### src/rtl/mmu_nxn.sv
// Parametrised NxN integer matrix-multiply unit: C = A x B, one rank-1 k-slice per cycle,
// with signed/unsigned operands and saturating or wrapping narrowing of the results.
module mmu_nxn #(
    parameter int N    = 2,
    parameter int DW   = 8,
    parameter int ACCW = 2*DW + $clog2(N)
) (
    input  logic              clk,
    input  logic              rst,
    input  logic              start,
    input  logic              signed_mode,
    input  logic              sat_mode,
    input  logic [N*N*DW-1:0] A_flat,
    input  logic [N*N*DW-1:0] B_flat,
    output logic [N*N*DW-1:0] C_flat,
    output logic              busy,
    output logic              done
);

    localparam int KW = (N > 1) ? $clog2(N) : 1;

    localparam logic [ACCW-1:0] UMAX = {{(ACCW-DW){1'b0}}, {DW{1'b1}}};
    localparam logic [ACCW-1:0] SMAX = {{(ACCW-DW+1){1'b0}}, {(DW-1){1'b1}}};
    localparam logic [ACCW-1:0] SMIN = {{(ACCW-DW+1){1'b1}}, {(DW-1){1'b0}}};

    typedef enum logic [1:0] {IDLE, MAC, OUT} state_t;

    state_t            state_q;
    logic [KW-1:0]     k_q;
    logic [N*N*DW-1:0] a_q, b_q, c_q, c_d;
    logic              signed_q, sat_q, busy_q, done_q;
    logic [ACCW-1:0]   acc_q [N*N];
    logic [ACCW-1:0]   acc_d [N*N];

    function automatic logic [ACCW-1:0] ext(input logic [DW-1:0] v, input logic sgn);
        return sgn ? {{(ACCW-DW){v[DW-1]}}, v} : {{(ACCW-DW){1'b0}}, v};
    endfunction

    function automatic logic [DW-1:0] narrow(input logic [ACCW-1:0] acc,
                                             input logic sgn, input logic sat);
        logic [DW-1:0] r;
        r = acc[DW-1:0];
        if (sat) begin
            if (sgn) begin
                if ($signed(acc) > $signed(SMAX))      r = SMAX[DW-1:0];
                else if ($signed(acc) < $signed(SMIN)) r = SMIN[DW-1:0];
            end else if (acc > UMAX) begin
                r = UMAX[DW-1:0];
            end
        end
        return r;
    endfunction

    // Products are kept to ACCW bits; modular arithmetic gives the right two's-complement sum.
    always_comb begin
        acc_d = acc_q;
        c_d   = '0;
        for (int i = 0; i < N; i++) begin
            for (int j = 0; j < N; j++) begin
                acc_d[i*N+j] = acc_q[i*N+j]
                             + ext(a_q[(i*N+int'(k_q))*DW +: DW], signed_q)
                             * ext(b_q[(int'(k_q)*N+j)*DW +: DW], signed_q);
                c_d[(i*N+j)*DW +: DW] = narrow(acc_q[i*N+j], signed_q, sat_q);
            end
        end
    end

    always_ff @(posedge clk) begin
        if (rst) begin
            state_q  <= IDLE;
            k_q      <= '0;
            a_q      <= '0;
            b_q      <= '0;
            c_q      <= '0;
            signed_q <= 1'b0;
            sat_q    <= 1'b0;
            busy_q   <= 1'b0;
            done_q   <= 1'b0;
            for (int n = 0; n < N*N; n++) acc_q[n] <= '0;
        end else begin
            done_q <= 1'b0;
            case (state_q)
                IDLE: begin
                    if (start) begin
                        a_q      <= A_flat;
                        b_q      <= B_flat;
                        signed_q <= signed_mode;
                        sat_q    <= sat_mode;
                        k_q      <= '0;
                        busy_q   <= 1'b1;
                        state_q  <= MAC;
                        for (int n = 0; n < N*N; n++) acc_q[n] <= '0;
                    end
                end
                MAC: begin
                    acc_q <= acc_d;
                    if (k_q == KW'(N-1)) begin
                        k_q     <= '0;
                        state_q <= OUT;
                    end else begin
                        k_q <= k_q + 1'b1;
                    end
                end
                OUT: begin
                    c_q     <= c_d;
                    done_q  <= 1'b1;
                    busy_q  <= 1'b0;
                    state_q <= IDLE;
                end
                default: state_q <= IDLE;
            endcase
        end
    end

    assign C_flat = c_q;
    assign busy   = busy_q;
    assign done   = done_q;

endmodule

### config.mk
export PLATFORM = sky130hd
export DESIGN_NAME = mmu_nxn
export DESIGN_NICKNAME = d
export VERILOG_FILES = /design/src/rtl/mmu_nxn.sv
export SDC_FILE = /design/constraint.sdc
export NUM_CORES = 2
export LEC_CHECK = 0
export ABC_AREA = 1
export CORE_AREA = 2 2 190 192
export CTS_CLUSTER_DIAMETER = 150
export DETAILED_ROUTE_END_ITERATION = 12
export DIE_AREA = 0 0 192 194
export PLACE_DENSITY = 0.89
export SLEW_MARGIN = 20
export SYNTH_ARGS = -nofsm -noshare
export SYNTH_HDL_FRONTEND = slang
export SYNTH_SLANG_ARGS = --single-unit
### constraint.sdc
create_clock -name clk -period 8.9 [get_ports clk]
set_input_delay 0.89 -clock clk [delete_from_list [all_inputs] [get_ports clk]]
set_output_delay 0.89 -clock clk [all_outputs]
set_load 0.02 [all_outputs]
==> impl_metrics.toml <==
[sta]
worst_pin_slew_ns = 1.08
timing.setup.tns_ns = 0
maxSlewHeadroom = 0.257
hold_violations = 0
post-route-period-util = 0.842
drv_slew = 0
post-route-min-period_ns = 7.49
rsz0062_at_grt = "no"
fmax_mhz = 134
setup_violations = 0
skew_ns = 0.0156

[cts]
clk_latency_ns = 0.47
clock_sinks = 171
cts-resized-gates = 0
clockBufferDepth = 2
cts_tree = "done"
post_cts_buffers = 0
clk_pin_slew_ns = 0.08
cts_hold_buffers = 0
root_buffer = "clkbuf_16"
cts_htree_levels = 4
cts_made_buffers = 17

[pwr]
clkPwrFrac = 0.174
p_sw_frac = 0.503
ir_drop_v = 0.000154
sequentialPowerShare = 0.217
internal_power_mw = 2.21
p_comb_frac = 0.610
leakagePower_nw = 13.2
switchingPower_mw = 2.23
p_per_area_nw_per_um2 = 170

[global_routing]
antenna_found_initial = 1
grt_max_degree = 88
grt_usage = 0.383
grt_pass1_wl_um = 111000
grt_pass1_vias = 22032
overflow = 0

[drt]
ant_nets = 0
wirelength_um = 66700
wire_per_inst_um = 18.6
viasPerCell = 5.73
vias = 20605
firstDrtPassIters = 9
remaining_drc_errors = 0
drt_iter0_drc = 1602

[critical_path]
endpoint_kind = "flip-flop"
crit_fanout = 36
worstPathRequired_ns = 9.21
cp_data_arrival_time_ns = 7.80
reg2reg_from = "k_q"
reg2reg_slack_ns = 1.41
crit_type = "flip-flop to flip-flop"
regToRegEndpoint = "acc_q[49]"
startpoint_type = "flip-flop"
reg2reg_depth = 26

[min_path]
hold_start = "b_q[23]"
min_path_type = "flip-flop to flip-flop"
min_path_cells = 2
holdPathEnd = "b_q[23]"

[layout]
final_util = 0.739
multi_input_area_um2 = 17400
nets = 3804
regArea_um2 = 3420
fill_cells = 2498
drive_gt1_frac = 0.0437
num_antenna_cells = 0
syn2layout_area_growth_pct = 8.52

[yosys]
synth_cells = 3061
synth_most_common_cell = "inv_1"
synth.distinct_cells = 44
synth_top_cells_by_count = "inv_1, nor2_1, nand2_1"
synth.area.top_cells = "fa_1, dfxtp_1, inv_1"
synth_flop_cell = "dfxtp_1"
syn_area_per_cell_um2 = 7.84
synth.yosys.seq_area_share = 0.143
synth_nets = 3745
synth_edf_count = 0
yosysWarnings = 0
async_flop_share = 0
syn-cell-area_um2 = 24000
synth_top_area_share = 0.335
ys_seq_elements = 171
synth_area_leader_cell = "fa_1"

[floorplanning]
ioPinCount = 103
design.core.area_um2 = 35200
std_cell_rows = 69
start_util = 0.681
die-area_um2 = 37200
die_w_um = 192
die_h_um = 194

[outcome]
status = "complete, no violations"

[flow_run]
maxCapViolations = 0

[placed_design]
dp_hpwl_um = 52200
portBuffers = 102
place.gp.congestion = 0.952
-- through the flow --
step | instance area [µm²] | hold WS [ns] | worst slack [ns] | total power [mW] | instances
2_1_floorplan | 24000 | 0.429 | 2.83 | 2.87 | 3061
3_3_place_gp | 25400 | 0.442 | 1.45 | 3.44 | 3562
3_5_place_dp | 25400 | 0.446 | 1.50 | 3.58 | 3562
4_1_cts | 26000 | 0.458 | 1.48 | 4.39 | 3594
5_1_grt | 26000 | 0.498 | 0.927 | 4.86 | 3594
6_report | 26000 | 0.460 | 1.41 | 4.44 | 3594
-- worst max-delay path, stage by stage, from the launching register on --
cell and delay, ns:
dfxtp_2 0.99, o21ai_0 0.23, buf_4 0.25, nor2_1 0.45, inv_1 0.32, nor2_1 0.74
inv_1 0.22, fa_1 0.46, fa_1 0.54, inv_1 0.05, fa_1 0.50, inv_1 0.06
fa_1 0.46, fa_1 0.52, inv_1 0.05, ha_1 0.32, inv_1 0.08, nor3_1 0.24
nand3_1 0.13, nand3_1 0.12, nand2_1 0.07, nand2_1 0.06, nand2_1 0.05, nand2_1 0.09
a21oi_1 0.08, o21ai_0 0.12, a21oi_1 0.11
-- sequential cells by signal, summed over array words and instances, names as in the netlist --
name,flops
acc_q,68
C_flat,32
a_q,32
b_q,32
state_q,2
busy,1
done,1
k_q,1
sat_q,1
signed_q,1
-- worst max-delay path by stage --
stage | start | endpoint | slack (ns) | cells past startpoint
3_3_place_gp | k_q | acc_q[32] | 1.45 | 26
4_1_cts | k_q | acc_q[66] | 1.48 | 26
3_5_place_dp | k_q | acc_q[66] | 1.50 | 26
6_report | k_q | acc_q[49] | 1.41 | 26
2_1_floorplan | k_q | acc_q[15] | 2.83 | 29
5_1_grt | k_q | acc_q[49] | 0.93 | 26
-- power by group through the flow --
stage	Clock [mW]	Combinational, mW	Sequential (mW)
6_report	0.771	2.71	0.961
5_1_grt	0.799	3.09	0.973
4_1_cts	0.772	2.66	0.957
3_5_place_dp	0	2.60	0.974
3_3_place_gp	0	2.47	0.969
2_1_floorplan	0	1.93	0.935
-- metal layers --
layer	track usage	wire length (µm)
met2	0.628	31100
met1	0.471	24400
met5	0	18
met3	0.0938	6840
met4	0.190	4300
-- layout make-up --
cell class,count,share of cell area
flip-flops and latches,171,0.132
well taps,461,0.0222
repair buffers,135,0.0485
clock inverters,15,0.00634
clock buffers,17,0.0163
inverters,728,0.105
multi-input cells,2067,0.670
-- kinds of logic after synthesis --
kind of cell    share of synthesized area
compound gates                     0.0862
flops                               0.143
fa+ha+maj                           0.446
xor+xnor                           0.0222
buf+inv                             0.132
simple gates                        0.170
mux                              0.000834
-- layout by cell type (no fill, tap or decap), drive strengths merged --
cell / instances
buf: 34
o31ai: 1
nand3b: 2
clkdlybuf4s50: 101
nand3: 70
o211ai: 5
ha: 213
fa: 402
o21bai: 3
o311ai: 2
a211oi: 3
nand4: 6
a21oi: 187
xnor2: 33
a21o: 3
clkbuf: 17
mux2i: 2
or2: 40
o21ai: 178
nor4: 9
dfxtp: 171
nand2: 414
and2: 1
nand2b: 1
clkinv: 7
xor2: 27
clkinvlp: 1
o21a: 6
nor2: 445
nor3: 13
inv: 735
a31oi: 1
Note: power is estimated with default switching activity, not from simulation.
